<file path="config.mk">
export PLATFORM = sky130hd
export DESIGN_NAME = pipelined_cla_adder
export DESIGN_NICKNAME = d
export VERILOG_FILES = /design/src/rtl/pipelined_cla_adder.sv
export SDC_FILE = /design/constraint.sdc
export NUM_CORES = 1
export LEC_CHECK = 0
export ABC_AREA = 1
export CAP_MARGIN = 20
export CORE_ASPECT_RATIO = 0.7
export CORE_MARGIN = 4
export CORE_UTILIZATION = 55
export DETAILED_ROUTE_END_ITERATION = 10
export PLACE_DENSITY = 0.9
export SYNTH_ARGS = -nofsm -noshare
export SYNTH_HDL_FRONTEND = slang
export SYNTH_SLANG_ARGS = --single-unit
</file>
<file path="constraint.sdc">
create_clock -name i_clk -period 4.97 [get_ports i_clk]
set_clock_uncertainty 0.2 [all_clocks]
set_input_delay 0.994 -clock i_clk [delete_from_list [all_inputs] [get_ports i_clk]]
set_output_delay 0.994 -clock i_clk [all_outputs]
set_load 0.02 [all_outputs]
</file>
<file path="src/rtl/pipelined_cla_adder.sv">
// pipelined_cla_adder
//   Pipelined carry-lookahead adder/subtractor. The operands are cut into
//   NBLK = WIDTH/BLOCK blocks. Pipeline stage k resolves block k with a full
//   generate/propagate lookahead and registers the block carry-out for stage k+1.
//   Operand blocks that are not yet used travel down the pipe, skewed, so that
//   each stage always works on the lowest block of its operand registers.
//
// Ports
//   i_clk, i_rst         clock; synchronous active-high reset
//   i_valid / o_ready    upstream handshake (o_ready = i_ready | ~o_valid)
//   in_a, in_b           operands (WIDTH bits)
//   i_cin                carry-in for add, borrow-in for subtract
//   i_sub                0: A+B+cin, 1: A-B-cin
//   o_valid / i_ready    downstream handshake
//   out_sum              result (WIDTH bits)
//   o_cout               raw carry out of the MSB (for subtract, 1 = no borrow)
//   o_ovf                two's-complement signed overflow
//
// Latency is NBLK edges counted from the accepting edge. All stages advance
// together whenever the output is free or is being consumed.

module pipelined_cla_adder #(
  parameter int WIDTH = 32,
  parameter int BLOCK = 8
) (
  input  logic             i_clk,
  input  logic             i_rst,
  input  logic             i_valid,
  output logic             o_ready,
  input  logic [WIDTH-1:0] in_a,
  input  logic [WIDTH-1:0] in_b,
  input  logic             i_cin,
  input  logic             i_sub,
  output logic             o_valid,
  input  logic             i_ready,
  output logic [WIDTH-1:0] out_sum,
  output logic             o_cout,
  output logic             o_ovf
);

  localparam int NBLK = WIDTH / BLOCK;
  // The last stage stores no operands, so only NBLK-1 operand registers exist.
  localparam int OPS  = (NBLK > 1) ? NBLK - 1 : 1;

  if (WIDTH % BLOCK != 0) begin : g_bad_block
    $error("pipelined_cla_adder: WIDTH must be a multiple of BLOCK");
  end

  // All carries of one block in two-level lookahead form. Each carry is built
  // directly from g/p terms and the block carry-in, never from the previous
  // carry, so the in-block depth does not grow as a ripple chain.
  // Returns c[0] = cin ... c[BLOCK] = block carry-out.
  function automatic logic [BLOCK:0] cla_carries(
    input logic [BLOCK-1:0] a,
    input logic [BLOCK-1:0] b,
    input logic             cin
  );
    logic [BLOCK:0]   c;
    logic [BLOCK-1:0] g;
    logic [BLOCK-1:0] p;
    logic             term;
    g    = a & b;
    p    = a ^ b;
    c    = '0;
    c[0] = cin;
    for (int i = 0; i < BLOCK; i++) begin
      term = cin;
      for (int j = 0; j <= i; j++) term = term & p[j];
      c[i+1] = term;
      for (int j = 0; j <= i; j++) begin
        term = g[j];
        for (int m = j + 1; m <= i; m++) term = term & p[m];
        c[i+1] = c[i+1] | term;
      end
    end
    return c;
  endfunction

  // Stage registers (index = stage number).
  logic [WIDTH-1:0] sum_p  [NBLK];
  logic [WIDTH-1:0] a_p    [OPS];
  logic [WIDTH-1:0] b_p    [OPS];
  logic [NBLK-1:0]  cy_p;
  logic [NBLK-1:0]  vld_p;
  logic             cmsb_p;

  logic [WIDTH-1:0] sum_nxt [NBLK];
  logic [WIDTH-1:0] a_nxt   [OPS];
  logic [WIDTH-1:0] b_nxt   [OPS];
  logic [NBLK-1:0]  cy_nxt;
  logic [NBLK-1:0]  vld_nxt;
  logic             cmsb_nxt;

  logic [WIDTH-1:0] a_cur;
  logic [WIDTH-1:0] b_cur;
  logic [WIDTH-1:0] sum_base;
  logic             c_cur;
  logic             v_cur;
  logic [BLOCK:0]   c_blk;
  logic             en;

  assign o_valid = vld_p[NBLK-1];
  assign out_sum = sum_p[NBLK-1];
  assign o_cout  = cy_p[NBLK-1];
  assign o_ovf   = cmsb_p ^ cy_p[NBLK-1];
  assign o_ready = i_ready | ~o_valid;
  assign en      = o_ready;

  always_comb begin
    for (int k = 0; k < NBLK; k++) sum_nxt[k] = '0;
    for (int k = 0; k < OPS; k++) begin
      a_nxt[k] = '0;
      b_nxt[k] = '0;
    end
    cy_nxt   = '0;
    vld_nxt  = '0;
    cmsb_nxt = 1'b0;
    a_cur    = '0;
    b_cur    = '0;
    sum_base = '0;
    c_cur    = 1'b0;
    v_cur    = 1'b0;
    c_blk    = '0;
    for (int k = 0; k < NBLK; k++) begin
      if (k == 0) begin
        // Subtract as A + ~B + ~borrow.
        a_cur    = in_a;
        b_cur    = i_sub ? ~in_b : in_b;
        c_cur    = i_sub ? ~i_cin : i_cin;
        sum_base = '0;
        v_cur    = i_valid;
      end else begin
        a_cur    = a_p[(k > 0) ? k - 1 : 0];
        b_cur    = b_p[(k > 0) ? k - 1 : 0];
        c_cur    = cy_p[(k > 0) ? k - 1 : 0];
        sum_base = sum_p[k-1];
        v_cur    = vld_p[(k > 0) ? k - 1 : 0];
      end
      c_blk                          = cla_carries(a_cur[BLOCK-1:0], b_cur[BLOCK-1:0], c_cur);
      sum_nxt[k]                     = sum_base;
      sum_nxt[k][k*BLOCK +: BLOCK]   = a_cur[BLOCK-1:0] ^ b_cur[BLOCK-1:0] ^ c_blk[BLOCK-1:0];
      cy_nxt[k]                      = c_blk[BLOCK];
      vld_nxt[k]                     = v_cur;
      // Shift the consumed block out so the next stage sees its block at bit 0.
      if (k < NBLK - 1) begin
        a_nxt[k] = a_cur >> BLOCK;
        b_nxt[k] = b_cur >> BLOCK;
      end
      if (k == NBLK - 1) cmsb_nxt = c_blk[BLOCK-1];
    end
  end

  // ---- stage boundary: every stage register advances together on en ----
  always_ff @(posedge i_clk) begin
    if (i_rst) begin
      for (int k = 0; k < NBLK; k++) sum_p[k] <= '0;
      for (int k = 0; k < OPS; k++) begin
        a_p[k] <= '0;
        b_p[k] <= '0;
      end
      cy_p   <= '0;
      vld_p  <= '0;
      cmsb_p <= 1'b0;
    end else if (en) begin
      for (int k = 0; k < NBLK; k++) sum_p[k] <= sum_nxt[k];
      for (int k = 0; k < OPS; k++) begin
        a_p[k] <= a_nxt[k];
        b_p[k] <= b_nxt[k];
      end
      cy_p   <= cy_nxt;
      vld_p  <= vld_nxt;
      cmsb_p <= cmsb_nxt;
    end
  end

endmodule

</file>
==> out/qor.csv <==
metric,value,unit
RePlAce Congestion,0.8326,
CTS resizes,0,
synthesis-to-layout area growth,21.26,%
hold path cells,2,
register share of total power,52.1,%
first-pass GRT wire length,25400,um
worst-case reg-to-reg path depth,7,
number of buffers added to fix hold violations after cts,0,
number of different library cells in the post-synthesis netlist,25,
routed len/inst,14.36,um
sequential cell area fraction in the yosys report,64.19,%
launch point of the critical path,i_ready,
filler cell count in the final layout,1037,
nets,1004,
IR Drop Worst-Case VDD,217.7,uV
most used cells in the layout excluding fill and tap cells,"176 x nor2_1, 176 x edfxtp_1, 161 x inv_1",
clock latency at the later pin of the worst-skew pair,0.43,ns
Placeable Area,14910,sq um
DRC Markers,0,
routed wire length,15810,um
number of inserted diodes,0,
post-synthesis average cell area,10.78,sq um
mapped cell area,8514,sq um
dpl ws,1.403,ns
cell-internal power,2.742,mW
"Hold Violations, Final",0,
hold endpoint,cmsb_p,
number of clock sinks seen by CTS,185,
Post-CTS Setup Inserts,0,
start of the worst register-to-register path,vld_p[3],
Final Non-Filler Cells,1101,
actual slew at the worst max-slew pin,0.7368,ns
highest-delay cell along the critical path,clkdlybuf4s50_1,
final critical-path share of the clock period,68.71,%
setup TNS,0,ns
number of global-route vias before repair,5366,
Slowest Stage Delay on Critical Path,0.54,ns
number of H-tree levels,4,
"buffers from clock root to sink, at most",2,
die area,17570,sq um
# rows,37,
die extent in x,156.7,um
worst min-delay path class,reg2reg,
Final Setup Violations,0,
initial core utilization,57.12,%
CTS tree,done,
unrepaired setup endpoints after global routing,no,
"Reg clk slew, reported paths",0.06,ns
DP Wirelength,10340,um
number of antenna violations at the first check in global routing,0,
Worst slew margin,50.88,%
PnR worst setup slack,1.555,ns
proportion of power drawn by the clock network,36.7,%
maximum number of pins on one net before global-route repair,125,
"Data required, critical path",3.78,ns
post-layout util,69.26,%
total number of vias,5528,
largest cells by area after synthesis,"edfxtp_1 62%, nor2_1 7.8%, inv_1 7.1%",
worst path arrival time,2.22,ns
result of the run,completed,
cells along the critical path,"clkdlybuf4s50_1, nor2_1, inv_2, clkdlybuf4s50_1",
Overall Global Routing Usage,18.53,%
root cell of the clock tree,clkbuf_16,
most common cell type on the critical path,clkdlybuf4s50_1,
end of the worst register-to-register path,b_p[0][30],
first drt pass iteration count,5,
Hold Worst Slack,0.2763,ns
Port Buffers,105,
net count of the mapped netlist,900,
number of top-level pins,106,
instance area after placement,9723,sq um
drt first-iter violations,460,
Power Density,346.6,nW/um^2
Psw,0.8369,mW
Layout Cell Area excl Fill,10320,sq um
number of slew-limit violations in the final report,0,
Overflow after GRT,0,
area share of the largest cell type after synthesis,62.07,%
achievable clock frequency,292.8,MHz
Via-to-Cell Ratio,5.021,
kind of critical path,in2out,
Die Span Y,112.1,um
cell taking the most area after synthesis,edfxtp_1,
sequential cell area,5465,sq um
crit end category,output pin,
number of buffers inserted during clock tree synthesis,17,
Period minus WS final,3.415,ns
combinational fraction of design power,11.2,%
number of maximum-capacitance constraint violations,0,
remaining antenna violation count after routing,0,
total chip power,3.579,mW
Net Sw Frac,23.38,%
leakage power,4.441,nW
total area of multi-input combinational cells,2272,sq um
Synth Register Bits,185,
fraction of layout cells with a size suffix above 1,5.960,%
placed insts,1069,
Setup crit start kind,primary input,
flop2flop setup slack,2.60,ns
Synth warnings,0,
beginning of the worst hold path,cmsb_p,
Syn Inst Count,790,
"Max FO, Critical Path",3,
[metal layers]
metal | share of wire, % | GRT usage, % | wire (um) | up-vias
met4 | 3.5 | 7.803 | 555 | 0
met1 | 38 | 21.71 | 6001 | 2537
met3 | 6.2 | 4.239 | 987 | 48
li1 | - | - | - | 2721
met2 | 52 | 32.80 | 8265 | 222
met5 | 0 | 0 | 0 | -
[worst max-delay path: cells and delay by family]
family | cells | cell delay (ns)
buf+inv | 3 | 1.02
simple gates | 1 | 0.21
[Yosys cell counts]
cell	number
a21oi_1	22
buf_2	24
buf_6	1
clkbuf_1	1
clkbuf_8	1
dfxtp_1	9
edfxtp_1	176
fa_1	4
ha_1	36
inv_1	161
inv_2	7
nand2_1	57
nand2_2	7
nand3_1	24
nand3_2	1
nand4_1	12
nor2_1	177
nor2_2	1
nor3_1	8
o21a_1	2
o21ai_0	12
o21ai_1	7
o22ai_1	2
xnor2_1	29
xor2_1	9
[power groups by stage]
stage,sequential (mW),clock (mW),combinational [mW]
after global routing,1.87,1.40,0.447
final,1.86,1.32,0.401
after global placement,1.89,0,0.369
after detailed placement,1.90,0,0.387
after floorplan,1.90,0,0.228
after CTS,1.86,1.33,0.399
[kinds of logic (layout without fill, tap and decap cells)]
kind of cell    after synthesis  count (layout)  share of synthesized area, %
compound gates               45              45                         2.733
xor+xnor                     38              38                         3.909
fa+ha+maj                    40              40                         6.231
buf+inv                     195             311                         9.155
flops                       185             185                         64.19
simple gates                287             287                         13.78
[sequential cells by signal, indices dropped and copies added (netlist names)]
register / flops
sum_p: 80
cmsb_p: 1
cy_p: 4
vld_p: 4
a_p: 48
b_p: 48
[cell type report]
type	count	share of cell area (%)
Clock inverter	13	1.406
Multi-Input combinational cell	410	22.01
Clock buffer	18	4.157
Inverter	168	6.180
Tap cell	195	2.363
Timing Repair Buffer	112	10.95
Sequential cell	185	52.93
[worst max-delay path by stage]
stage                        to  cells after the start  slack (ns)
floorplan             a_p[0][0]                      4        1.19
global placement      b_p[0][8]                      6        1.48
detailed placement   a_p[0][30]                      6        1.40
CTS                     o_ready                      4        1.55
global route        sum_p[0][5]                     15        1.46
finish                  o_ready                      4        1.56
(Power assumes the default switching activity.)
